$ cat src/rtl/mat_pkg.sv
// Shared definitions for the sparse-matrix generation blocks: controller
// state encoding, a constant-foldable ceiling-log2 helper and the width of
// the unsigned Q0.16 nonzero value.
package mat_pkg;

   // Width of an unsigned Q0.16 nonzero value.
   localparam int unsigned VAL_W = 16;

   // Controller states. Plain constants keep the encoding visible to
   // legacy tooling that probes the state register directly.
   localparam logic [2:0] ST_IDLE     = 3'd0;
   localparam logic [2:0] ST_PTR      = 3'd1;
   localparam logic [2:0] ST_EMIT     = 3'd2;
   localparam logic [2:0] ST_LAST_PTR = 3'd3;
   localparam logic [2:0] ST_DONE     = 3'd4;

   // Ceiling log2; clog2(1) is 0. Usable in parameter elaboration.
   function automatic int unsigned clog2(input int unsigned v);
      int unsigned r;
      r = 0;
      for (int unsigned i = 0; i < 32; i++) begin
         if ((64'd1 << i) < 64'(v)) begin
            r = i + 1;
         end
      end
      return r;
   endfunction

endpackage

$ cat src/rtl/csc_out_reg.sv
// Single-entry registered valid/ready stage. Accepts a new word whenever the
// held word is absent or leaving in the same cycle, so back-to-back transfers
// sustain one word per clock while the output stays stable under back-pressure.
module csc_out_reg #(
   parameter int unsigned DATA_W = 8
) (
   input  logic              clk,
   input  logic              rst_n,
   input  logic              in_vld,
   output logic              in_rdy,
   input  logic [DATA_W-1:0] in_data,
   output logic              out_vld,
   input  logic              out_rdy,
   output logic [DATA_W-1:0] out_data
);

   assign in_rdy = !out_vld || out_rdy;

   // Hold the current word until it is taken; reload on the same edge it leaves.
   always_ff @(posedge clk or negedge rst_n) begin
      if (!rst_n) begin
         out_vld  <= 1'b0;
         out_data <= '0;
      end else if (in_rdy) begin
         out_vld <= in_vld;
         if (in_vld) begin
            out_data <= in_data;
         end
      end
   end

endmodule

$ cat src/rtl/csc_gen_ctrl.sv
// Compressed-sparse-column matrix generator controller. For each column it
// emits a column-pointer entry, then NNZ_PER_COL nonzeros whose rows are drawn
// one per row bank from a random source; a final pointer closes the matrix.
module csc_gen_ctrl
   import mat_pkg::*;
#(
   parameter int unsigned CHAOS_OVLD_W = 32,
   parameter int unsigned SUBCAR_NUM   = 16,
   parameter int unsigned OFDM_SYM_NUM = 16,
   parameter int unsigned NNZ_PER_COL  = 4,
   localparam int unsigned MAT_RANK    = SUBCAR_NUM * OFDM_SYM_NUM,
   localparam int unsigned ROW_W       = clog2(MAT_RANK),
   localparam int unsigned BANK        = MAT_RANK / NNZ_PER_COL,
   localparam int unsigned PTR_W       = clog2(MAT_RANK * NNZ_PER_COL + 1)
) (
   input  logic                    clk,
   input  logic                    rst_n,
   input  logic                    start,
   output logic                    busy,
   output logic                    done,
   input  logic [CHAOS_OVLD_W-1:0] rand_x1,
   input  logic [CHAOS_OVLD_W-1:0] rand_z1,
   input  logic                    rand_vld,
   output logic                    rand_rdy,
   output logic                    nz_vld,
   input  logic                    nz_rdy,
   output logic [ROW_W-1:0]        nz_row,
   output logic [ROW_W-1:0]        nz_col,
   output logic [VAL_W-1:0]        nz_val,
   output logic                    ptr_vld,
   input  logic                    ptr_rdy,
   output logic [ROW_W:0]          ptr_idx,
   output logic [PTR_W-1:0]        ptr_val
);

   localparam int unsigned BANK_W = clog2(BANK);
   localparam int unsigned CNT_W  = clog2(NNZ_PER_COL + 1);
   localparam int unsigned IDX_W  = ROW_W + 1;
   localparam int unsigned DATA_W = 2 * ROW_W + VAL_W;

   localparam logic [CNT_W-1:0] K_NUM    = CNT_W'(NNZ_PER_COL);
   localparam logic [CNT_W-1:0] K_LAST   = CNT_W'(NNZ_PER_COL - 1);
   localparam logic [ROW_W-1:0] COL_LAST = ROW_W'(MAT_RANK - 1);
   localparam logic [IDX_W-1:0] IDX_END  = IDX_W'(MAT_RANK);
   localparam logic [PTR_W-1:0] PTR_STEP = PTR_W'(NNZ_PER_COL);
   localparam logic [PTR_W-1:0] PTR_END  = PTR_W'(MAT_RANK * NNZ_PER_COL);

   logic [2:0]        state;
   logic [ROW_W-1:0]  col;
   logic [CNT_W-1:0]  acc_cnt;   // tuples accepted into the current column
   logic [CNT_W-1:0]  nz_cnt;    // nonzeros handed off from the current column

   logic              accept_ok;
   logic              stage_rdy;
   logic              rand_fire;
   logic              nz_fire;
   logic              ptr_fire;
   logic [ROW_W-1:0]  row_base;
   logic [ROW_W-1:0]  row_next;
   logic [VAL_W-1:0]  val_next;
   logic [DATA_W-1:0] stage_in;
   logic [DATA_W-1:0] stage_out;
   logic              unused_rand;

   assign busy     = (state != ST_IDLE);
   assign done     = (state == ST_DONE);
   assign ptr_vld  = (state == ST_PTR) || (state == ST_LAST_PTR);

   assign accept_ok = (state == ST_EMIT) && (acc_cnt < K_NUM);
   assign rand_rdy  = accept_ok && stage_rdy;
   assign rand_fire = rand_vld && rand_rdy;
   assign nz_fire   = nz_vld && nz_rdy;
   assign ptr_fire  = ptr_vld && ptr_rdy;

   // Pointer payload; zero whenever no pointer is being offered.
   always_comb begin
      ptr_idx = '0;
      ptr_val = '0;
      if (state == ST_PTR) begin
         ptr_idx = IDX_W'(col);
         ptr_val = PTR_W'(col) * PTR_STEP;
      end else if (state == ST_LAST_PTR) begin
         ptr_idx = IDX_END;
         ptr_val = PTR_END;
      end
   end

   // Row banks are power-of-two sized, so bank offset and in-bank random
   // select occupy disjoint bits and OR is equivalent to the add.
   assign row_base = ROW_W'(acc_cnt) << BANK_W;
   generate
      if (BANK_W > 0) begin : g_bank_sel
         assign row_next = row_base | ROW_W'(rand_x1[CHAOS_OVLD_W-1 -: BANK_W]);
      end else begin : g_no_bank_sel
         assign row_next = row_base;
      end
   endgenerate

   assign val_next    = rand_z1[CHAOS_OVLD_W-1 -: VAL_W];
   assign stage_in    = {row_next, col, val_next};
   assign unused_rand = ^{rand_x1, rand_z1};

   csc_out_reg #(
      .DATA_W (DATA_W)
   ) u_nz_stage (
      .clk      (clk),
      .rst_n    (rst_n),
      .in_vld   (rand_vld && accept_ok),
      .in_rdy   (stage_rdy),
      .in_data  (stage_in),
      .out_vld  (nz_vld),
      .out_rdy  (nz_rdy),
      .out_data (stage_out)
   );

   assign nz_row = stage_out[DATA_W-1 -: ROW_W];
   assign nz_col = stage_out[VAL_W +: ROW_W];
   assign nz_val = stage_out[VAL_W-1:0];

   // Sequencing: a column closes only when its last nonzero leaves the
   // output stage, so the next pointer never overtakes buffered data.
   always_ff @(posedge clk or negedge rst_n) begin
      if (!rst_n) begin
         state   <= ST_IDLE;
         col     <= '0;
         acc_cnt <= '0;
         nz_cnt  <= '0;
      end else begin
         case (state)
            ST_IDLE: begin
               if (start) begin
                  state   <= ST_PTR;
                  col     <= '0;
                  acc_cnt <= '0;
                  nz_cnt  <= '0;
               end
            end
            ST_PTR: begin
               if (ptr_fire) begin
                  state <= ST_EMIT;
               end
            end
            ST_EMIT: begin
               if (rand_fire) begin
                  acc_cnt <= acc_cnt + 1'b1;
               end
               if (nz_fire) begin
                  if (nz_cnt == K_LAST) begin
                     nz_cnt  <= '0;
                     acc_cnt <= '0;
                     if (col == COL_LAST) begin
                        state <= ST_LAST_PTR;
                     end else begin
                        col   <= col + 1'b1;
                        state <= ST_PTR;
                     end
                  end else begin
                     nz_cnt <= nz_cnt + 1'b1;
                  end
               end
            end
            ST_LAST_PTR: begin
               if (ptr_fire) begin
                  state <= ST_DONE;
               end
            end
            ST_DONE: begin
               state <= ST_IDLE;
               col   <= '0;
            end
            default: begin
               state <= ST_IDLE;
            end
         endcase
      end
   end

endmodule

$ cat config.mk
export PLATFORM = sky130hd
export DESIGN_NAME = csc_gen_ctrl
export DESIGN_NICKNAME = d
export VERILOG_FILES = /design/src/rtl/mat_pkg.sv /design/src/rtl/csc_out_reg.sv /design/src/rtl/csc_gen_ctrl.sv
export SDC_FILE = /design/constraint.sdc
export NUM_CORES = 1
export LEC_CHECK = 0
export ABC_CLOCK_PERIOD_IN_PS = 2390
export CAP_MARGIN = 20
export CORE_MARGIN = 4
export CORE_UTILIZATION = 55
export DETAILED_ROUTE_END_ITERATION = 10
export DONT_BUFFER_PORTS = 1
export PLACE_DENSITY = 0.75
export SETUP_SLACK_MARGIN = 0.4
export SYNTH_ARGS = -nofsm -noshare
export SYNTH_HDL_FRONTEND = slang
export SYNTH_SLANG_ARGS = --single-unit
$ cat constraint.sdc
create_clock -name clk -period 2.39 [get_ports clk]
set_input_delay 0.1195 -clock clk [delete_from_list [all_inputs] [get_ports clk]]
set_output_delay 0.1195 -clock clk [all_outputs]
set_load 0.05 [all_outputs]
==> results.py, run 1 <==
metrics = {
    "route": {
        "antenna_left": 0,
        "drcViolationCount": 0,
        "wl_mm": 5.771,
        "wire_per_inst_microns": 16.17,
        "vias_per_cell": 5.675,
        "first_pass_iters": 4,
        "first_iter_violations": 149,
        "vias": 2026,
    },
    "power": {
        "vdd_ir_drop_max_mv": 0.8612,
        "power_mw": 4.120,
        "p_leak_nw": 1.453,
        "p_per_area_nw_per_um2": 1382,
    },
    "cells_and_area": {
        "area_growth_pct": 25.69,
        "final_nets": 380,
        "drive_gt1_share_pct": 19.22,
        "utilization_pct": 72.96,
        "antenna_cells": 0,
        "design_area_sq_um": 2982,
    },
    "worst_setup_path": {
        "cp.arrival_ps": 2130,
        "crit_type": "register to register",
        "cp_max_fo": 30,
        "critPathLaunchType": "register",
        "cp.required_ps": 2570,
        "end_kind": "register",
    },
    "clocking": {
        "path_clk_slew_ps": 80,
        "cts_tree": "yes",
        "clock-root-buffer": "clkbuf_8",
        "cts_buffer_depth": 2,
        "clock_sinks": 50,
        "cts_buffers": 5,
        "htree_levels": 2,
        "clk_latency_ps": 300,
    },
    "run": {
        "maxCapViolCount": 0,
    },
    "place": {
        "placed_area_sq_um": 2567,
        "hpwlAfterDp_mm": 3.764,
        "io_buffer_count": 0,
        "place_congestion": 0.9028,
    },
    "synthesis": {
        "ys_ff_latch": 50,
        "netlist_instances": 270,
        "syn_avg_cell_area_sq_um": 8.786,
        "ys_warn_count": 0,
        "syn-cell-area_sq_um": 2372,
        "synth.distinct_cells": 37,
        "synth_seq_area_share_pct": 52.74,
    },
    "sta": {
        "rsz0062_at_grt": "no",
        "fmaxAchievable_mhz": 511.9,
        "maxSlewViolCount": 0,
        "hold_viol": 0,
        "holdWs_ps": 27.85,
        "slew_headroom_pct": 65.17,
        "tightest_slew_ps": 517.0,
        "clock_skew_ps": 8.659,
        "fin_crit_ps": 1954,
        "period_share_pct": 81.74,
        "setup_violations": 0,
    },
    "global_route": {
        "grt_pass1_wl_mm": 9.397,
        "grt_max_degree": 51,
        "grt.overflow.total": 0,
        "grt_usage_pct": 22.20,
        "grt_antenna_before_repair": 0,
        "grt_pass1_vias": 2012,
    },
    "floorplanning": {
        "die_y_microns": 73.68,
        "ios": 127,
        "die-area_sq_um": 5428,
        "core-area_sq_um": 4086,
        "die_w_microns": 73.68,
        "initial_core_util_pct": 58.05,
        "rows": 23,
    },
    "outcome": {
        "status": "finished, final reports clean",
    },
    "hold_path": {
        "hold_class": "input port to register",
    },
}
## where the power goes
part | total, mW | switching, mW | internal, mW
Combinational | 1.48 | 0.993 | 0.487
Sequential | 2.16 | 1.03 | 1.14
Clock | 0.477 | 0.274 | 0.203
## logic make-up (layout without fill, tap and decap cells)
family	Yosys count	count (layout)	share of synthesized area [%]
compound gates	35	35	10.50
xor+xnor	1	1	0.3693
fa+ha+maj	3	3	1.582
buf+inv	35	71	7.701
flops	50	50	52.74
mux	1	1	0.4746
other cells	1	2	0.1581
simple gates	144	144	26.48
## timing repair
action	in CTS	in global routing
endpoints found under the setup margin	29	44
pin swaps	0	2
hold buffers	25	0
buffers inserted	0	5
endpoints found under the hold margin	74	0
gates cloned	0	0
gates resized for setup	2	7
## Yosys cell counts
library cell	instances	area, sq um
nand4b_1	1	8.760
o41a_1	1	11.26
nor4_1	1	6.260
a21oi_2	1	8.760
nand2b_1	4	25.02
a31oi_1	1	6.260
o211ai_1	7	52.55
dfrtp_1	50	1251
and3_1	4	25.02
a32o_1	1	10.01
nor2_1	11	41.29
a22o_1	2	17.52
nand3_1	4	20.02
o21ai_1	4	20.02
o221ai_1	4	35.03
and4b_1	1	10.01
nor2b_1	4	25.02
or3_1	1	6.260
nor3_1	13	65.06
mux2_2	1	11.26
buf_2	5	25.02
nor3b_1	1	7.510
xor2_1	1	8.760
clkbuf_1	10	37.54
o21a_1	2	15.01
nor4b_1	1	8.760
inv_1	8	30.03
or3b_1	1	8.760
o21ai_0	4	20.02
a21oi_1	4	20.02
or4b_1	1	10.01
o22ai_1	1	6.260
o2111ai_1	3	26.28
conb_1	1	3.750
ha_1	3	37.54
buf_4	12	90.09
nand2_1	96	360.4
## flip-flops by register name (all words and copies together) (netlist names)
name                 count
u_nz_stage.out_vld       1
col                      8
u_nz_stage.out_data     32
nz_cnt                   3
state                    3
acc_cnt                  3
## stage by stage
step,std cells,setup TNS [ps],setup slack [ps]
2_1_floorplan,271,-378.4,-63.08
3_3_place_gp,320,0,304.1
3_5_place_dp,320,0,257.0
4_1_cts,352,0,391.5
5_1_grt,357,0,393.1
6_report,357,0,436.3
## layout by cell type (no fill, tap or decap), types with 4 or more instances in the layout
cell,netlist,final
o21ai_0,4,4
o21ai_1,4,4
nor2_1,11,10
dlygate4sd3_1,0,24
clkbuf_8,0,5
nor3_2,0,7
buf_4,12,22
nand3_1,4,4
o221ai_1,4,4
nand2_1,96,96
dfrtp_1,50,47
a21oi_1,4,4
buf_6,0,6
nor2b_1,4,4
inv_1,8,8
nor3_1,13,6
o211ai_1,7,7
## metal layers
metal / vias up / part of all wire, % / GRT usage (%)
met5: - / 0 / 0
met4: 0 / 1.5 / 7.243
met3: 10 / 8.3 / 6.566
met2: 78 / 51 / 37.40
met1: 982 / 39 / 27.20
li1: 956 / - / -
## path summary, 6_finish.rpt
check | start | endpoint | slack [ps] | cells after the start
max | state[0]$_DFFE_PN0P_ | u_nz_stage.out_data[20]$_DFFE_PN0P_ | 440 | 5
min | ptr_rdy | state[1]$_DFFE_PN0P_ | 30 | 3
max reg2reg | state[0]$_DFFE_PN0P_ | u_nz_stage.out_data[20]$_DFFE_PN0P_ | 440 | 5
min reg2reg | nz_cnt[2]$_DFFE_PN0P_ | nz_cnt[2]$_DFFE_PN0P_ | 520 | 1
max in group asynchronous | rst_n | state[0]$_DFFE_PN0P_ | 1800 | 2
min in group asynchronous | rst_n | u_nz_stage.out_data[19]$_DFFE_PN0P_ | 340 | 2
## worst max-delay path: stages, from the launching register on
cell	delay [ps]
dfrtp_2	470
or3b_4	400
or4b_4	590
buf_8	190
nand2_1	80
o21ai_0	90
## cell type report
class / instances / area, sq um
clock inverter: 2 / 13.76
clock buffer: 5 / 68.82
timing repair buffer: 56 / 540.5
inverter: 8 / 30.03
fill: 285 / 1105
sequential: 50 / 1255
tap: 50 / 62.56
multi-input combinational: 186 / 1011
No activity file was read; power rests on OpenSTA's default activity.
==> inputs of run 2 (changes only) <==
Settings changed: ABC_CLOCK_PERIOD_IN_PS 2390 to 1800.
Clock period 2.39 ns to 1.8 ns, I/O delays scaled along.
==> results.py, run 2 (synthesized netlist as in run 1, its figures left out) <==
metrics = {
    "power": {
        "p_seq_share_pct": 41.2,
        "p_per_area_nw_per_um2": 1900,
        "internal_power_mw": 3.485,
        "vdd_ir_drop_max_mv": 1.449,
        "combinationalPowerShare_pct": 45.0,
        "switchingPower_mw": 3.528,
        "netSwitchingFraction_pct": 50.31,
        "p_clk_share_pct": 13.8,
        "p_leak_nw": 1.723,
    },
    "route": {
        "vias_per_cell": 5.889,
        "first_iter_violations": 188,
        "wl_mm": 7.465,
        "vias": 2279,
        "drcViolationCount": 0,
        "antenna_left": 0,
        "wire_per_inst_microns": 19.29,
        "first_pass_iters": 4,
    },
    "worst_setup_path": {
        "reg2reg_to": "u_nz_stage.out_data[22]$_DFFE_PN0P_",
        "cp_max_fo": 6,
        "crit_path_cell_trace": "or3b_4 -> buf_4 -> buf_12 -> nor4b_4 -> buf_6 -> buf_12 -> nand2_1 -> nand2_1",
        "cpPeakStageDelay_ps": 410,
        "crit_type": "register to register",
        "rr_startpoint": "state[1]$_DFFE_PN0P_",
        "critPathLaunchType": "register",
        "end_kind": "register",
        "ff2ff_path_depth": 8,
        "critPathCapture": "u_nz_stage.out_data[22]$_DFFE_PN0P_",
        "crit_family": "simple AND/OR/NAND/NOR gates",
        "rrSetupSlack_ps": -70,
        "cp.depth": 8,
        "critPathBufInv": 4,
        "slowest_stage": "dfrtp_1",
        "cp.arrival_ps": 2120,
        "startpoint": "state[1]$_DFFE_PN0P_",
        "cp.required_ps": 2050,
    },
    "global_route": {
        "grt_max_degree": 51,
        "grt_pass1_wl_mm": 10.16,
        "grt_pass1_vias": 2215,
        "grt_usage_pct": 24.44,
        "grt_antenna_before_repair": 0,
        "grt.overflow.total": 0,
    },
    "sta": {
        "fin_crit_ps": 1871,
        "hold_viol": 0,
        "maxSlewViolCount": 0,
        "setup_violations": 36,
        "period_share_pct": 104.0,
        "worst_slack_ps": -71.18,
        "fin_tns_setup_ps": -1074,
        "tightest_slew_ps": 547.9,
        "slew_headroom_pct": 63.40,
        "clock_skew_ps": 1.235,
        "rsz0062_at_grt": "yes",
        "fmaxAchievable_mhz": 534.4,
    },
    "clocking": {
        "htree_levels": 2,
        "cts_buffers": 5,
        "clk_latency_ps": 310,
        "clock-root-buffer": "clkbuf_8",
        "cts_tree": "yes",
        "cts_buffer_depth": 2,
        "path_clk_slew_ps": 90,
        "clock_sinks": 50,
    },
    "floorplanning": {
        "ios": 127,
        "rows": 23,
        "die_y_microns": 73.68,
        "die-area_sq_um": 5428,
        "initial_core_util_pct": 58.05,
        "die_w_microns": 73.68,
        "core-area_sq_um": 4086,
    },
    "cells_and_area": {
        "final_common_cell": "nand2_1",
        "final_nets": 409,
        "utilization_pct": 90.32,
        "largestRegisters": "u_nz_stage.out_data (32), col (8)",
        "final_cell_mix": "nand2_1, dfrtp_1, buf_4, dlygate4sd3_1, buf_12",
        "largest_register": "u_nz_stage.out_data",
        "area_growth_pct": 55.59,
        "largest_reg_flops": 32,
        "final.fill_count": 166,
        "drive_gt1_share_pct": 33.23,
        "antenna_cells": 0,
    },
    "place": {
        "place_congestion": 0.9129,
        "post-place-ws_ps": -91.75,
        "io_buffer_count": 0,
        "hpwlAfterDp_mm": 3.747,
    },
    "run": {
        "maxCapViolCount": 0,
    },
    "outcome": {
        "violations": "setup timing",
        "status": "finished, violations left",
    },
    "hold_path": {
        "hold_class": "input port to register",
    },
}
[run 2: cell types whose count changed in the layout (fill, tap and decap cells not counted), moves of 4 or more]
cell / delta
buf_12: +13
nor2_4: +4
nor3_2: -7
nor2_1: -4
buf_6: +6
buf_4: +9
nor3_4: +9
[run 2: power by group through the flow]
stage | sequential, mW | clock, mW | combinational (mW)
2_1_floorplan | 2.86 | 0 | 1.63
3_3_place_gp | 2.87 | 0 | 2.09
3_5_place_dp | 2.88 | 0 | 2.16
4_1_cts | 2.86 | 0.975 | 2.49
5_1_grt | 2.93 | 1.02 | 3.37
6_report | 2.89 | 0.967 | 3.16
[run 2: per-stage QoR]
| step | cell area (sq um) | total power [mW] | instances | hold WS [ps] |
|---|---|---|---|---|
| floorplan | 2604 | 4.489 | 271 | -205.6 |
| global placement | 2763 | 4.958 | 324 | -203.8 |
| detailed placement | 2763 | 5.032 | 324 | -203.4 |
| CTS | 3387 | 6.332 | 366 | 53.41 |
| global route | 3691 | 7.322 | 387 | 87.90 |
| finish | 3691 | 7.014 | 387 | 87.11 |
[run 2: layout make-up]
cell class / instances / area [sq um] / area share, %
Clock buffer: 6 / 82.58 / 2.237
Clock inverter: 2 / 60.06 / 1.627
Inverter: 8 / 36.28 / 0.9831
Multi-Input combinational cell: 186 / 1226 / 33.22
Sequential cell: 50 / 1252 / 33.93
Tap cell: 50 / 62.56 / 1.695
Timing Repair Buffer: 85 / 970.9 / 26.31
[run 2: timing repair]
item | CTS | global route
endpoints found under the hold margin | 75 | 0
endpoints found under the setup margin | 71 | 71
gates cloned | 0 | 1
setup buffers | 9 | 20
hold buffers | 25 | 0
resized for setup | 34 | 28
pin swaps | 10 | 16
[run 2: worst min path at each step]
stage / start / to / depth (start not counted)
floorplan: rst_n / acc_cnt[0]$_DFFE_PN0P_ / 0
CTS: nz_rdy / u_nz_stage.out_vld$_DFFE_PN0N_ / 2
global placement: rst_n / col[0]$_DFFE_PN0P_ / 0
finish: nz_rdy / u_nz_stage.out_vld$_DFFE_PN0N_ / 2
detailed placement: rst_n / col[0]$_DFFE_PN0P_ / 0
global route: nz_rdy / u_nz_stage.out_vld$_DFFE_PN0N_ / 2
[run 2: metal layers]
metal,track usage (%),routed length [microns],vias to the layer above
li1,-,-,1022
met1,29.59,2629,1108
met2,41.24,4077,125
met3,5.609,589,24
met4,11.07,169,0
met5,0,0,-
==> inputs of run 3 (changes only) <==
Settings changed: CORE_ASPECT_RATIO from default to 1.25, PLACE_DENSITY 0.75 to 0.7.
==> results.py, run 3 (synthesized netlist as in run 1, its figures left out) <==
metrics = {
    "outcome": {
        "status": "finished, violations left",
        "violations": "setup timing",
    },
    "sta": {
        "slew_headroom_pct": 64.23,
        "maxSlewViolCount": 0,
        "hold_viol": 0,
        "rsz0062_at_grt": "yes",
        "fin_crit_ps": 1938,
        "setup_violations": 35,
        "clock_skew_ps": 7.949,
        "tightest_slew_ps": 536.5,
        "worst_slack_ps": -138.3,
        "period_share_pct": 107.7,
        "fin_tns_setup_ps": -2277,
        "fmaxAchievable_mhz": 515.9,
    },
    "cells_and_area": {
        "final_cell_mix": "nand2_1, dfrtp_1, buf_4, dlygate4sd3_1, buf_12",
        "largest_reg_flops": 32,
        "final_nets": 407,
        "final_common_cell": "nand2_1",
        "largest_register": "u_nz_stage.out_data",
        "antenna_cells": 0,
        "largestRegisters": "u_nz_stage.out_data (32), col (8)",
        "drive_gt1_share_pct": 34.03,
        "area_growth_pct": 54.90,
        "final.fill_count": 178,
        "design_area_sq_um": 3675,
    },
    "route": {
        "vias_per_cell": 5.931,
        "antenna_left": 0,
        "first_iter_violations": 198,
        "wl_mm": 7.804,
        "wire_per_inst_microns": 19.96,
        "drcViolationCount": 0,
        "vias": 2319,
        "first_pass_iters": 4,
    },
    "global_route": {
        "grt_pass1_wl_mm": 11.13,
        "grt_usage_pct": 27.71,
        "grt.overflow.total": 0,
        "grt_max_degree": 51,
        "grt_antenna_before_repair": 0,
        "grt_pass1_vias": 2276,
    },
    "hold_path": {
        "hold_class": "input port to register",
    },
    "place": {
        "placed_area_sq_um": 2783,
        "io_buffer_count": 0,
        "place_congestion": 0.8867,
        "hpwlAfterDp_mm": 3.708,
        "post-place-ws_ps": -107.8,
    },
    "worst_setup_path": {
        "slowest_stage": "or4b_4",
        "critPathLaunchType": "register",
        "cp.required_ps": 1980,
        "crit_type": "register to register",
        "cp.arrival_ps": 2120,
        "end_kind": "register",
        "cpPeakStageDelay_ps": 610,
        "cp_max_fo": 17,
        "crit_path_cell_trace": "or3b_4 -> or4b_4 -> buf_12 -> nand2_1 -> o21ai_1",
    },
    "floorplanning": {
        "core-area_sq_um": 4131,
        "die_w_microns": 66.74,
        "initial_core_util_pct": 57.42,
        "ios": 127,
        "rows": 26,
        "die-area_sq_um": 5434,
        "die_y_microns": 81.43,
    },
    "clocking": {
        "cts_tree": "yes",
        "cts_buffers": 5,
        "path_clk_slew_ps": 100,
        "htree_levels": 2,
        "clock_sinks": 50,
        "cts_buffer_depth": 2,
        "clk_latency_ps": 300,
        "clock-root-buffer": "clkbuf_8",
    },
    "power": {
        "p_per_area_nw_per_um2": 1900,
        "p_leak_nw": 1.715,
        "power_mw": 6.983,
        "vdd_ir_drop_max_mv": 1.448,
    },
    "run": {
        "maxCapViolCount": 0,
    },
}
==> run 3: changes by cell type in the layout (fill, tap and decap cells not counted), sizes merged <==
cell / before / now
clkbuf: 7 / 6
bufbuf: 0 / 1
bufinv: 2 / 1
buf: 60 / 57
inv: 7 / 9
==> run 3: routing by layer <==
metal	vias up	wire, microns	global-route usage [%]
met1	1127	2695	31.51
li1	1018	-	-
met2	137	4176	48.51
met5	-	0	0
met4	0	366	13.62
met3	37	566	6.430
==> run 3: critical path, delay by kind of cell (launching register included) <==
kind | cells | cell delay (ps)
compound gates | 1 | 100
buf+inv | 1 | 190
flops | 1 | 420
simple gates | 3 | 1100
==> run 3: report_power, final <==
part / internal, mW / switching (mW)
clock network: 0.424 / 0.388
logic: 1.44 / 1.84
registers: 1.50 / 1.39
total: 3.37 / 3.62
==> run 3: cell type report <==
type / instances / area, sq um / area share (%)
sequential: 50 / 1252 / 34.08
clock buffer: 5 / 68.82 / 1.873
clock inverter: 3 / 47.55 / 1.294
inverter: 8 / 33.78 / 0.9193
tap: 56 / 70.07 / 1.907
timing repair buffer: 83 / 975.9 / 26.56
multi-input combinational: 186 / 1226 / 33.37
==> run 3: final timing paths <==
check,startpoint,endpoint,slack (ps),cells past startpoint
setup reg to reg,state[0]$_DFFE_PN0P_,u_nz_stage.out_data[19]$_DFFE_PN0P_,-140,5
max in group asynchronous,rst_n,u_nz_stage.out_vld$_DFFE_PN0N_,1260,2
min in group asynchronous,rst_n,col[0]$_DFFE_PN0P_,300,2
hold reg to reg,acc_cnt[1]$_DFFE_PN0P_,u_nz_stage.out_data[31]$_DFFE_PN0P_,530,2
hold / removal,start,state[0]$_DFFE_PN0P_,60,2
setup / recovery,state[0]$_DFFE_PN0P_,u_nz_stage.out_data[19]$_DFFE_PN0P_,-140,5
==> run 3: what timing repair did <==
item                                    4_1_cts  5_1_grt
cloned                                        1        1
pin swaps                                    11        9
gates resized for setup                      39       24
hold buffers                                 25        0
buffers inserted                             22        4
endpoints found under the hold margin        75        0
endpoints found under the setup margin       71       71
==> run 3: through the flow <==
stage,instances,utilization [%],hold WS [ps]
3_5_place_dp,330,67.35,-203.7
5_1_grt,391,88.95,63.39
6_report,391,88.95,56.37
2_1_floorplan,271,-,-205.6
3_3_place_gp,330,67.35,-203.8
4_1_cts,386,85.13,34.16
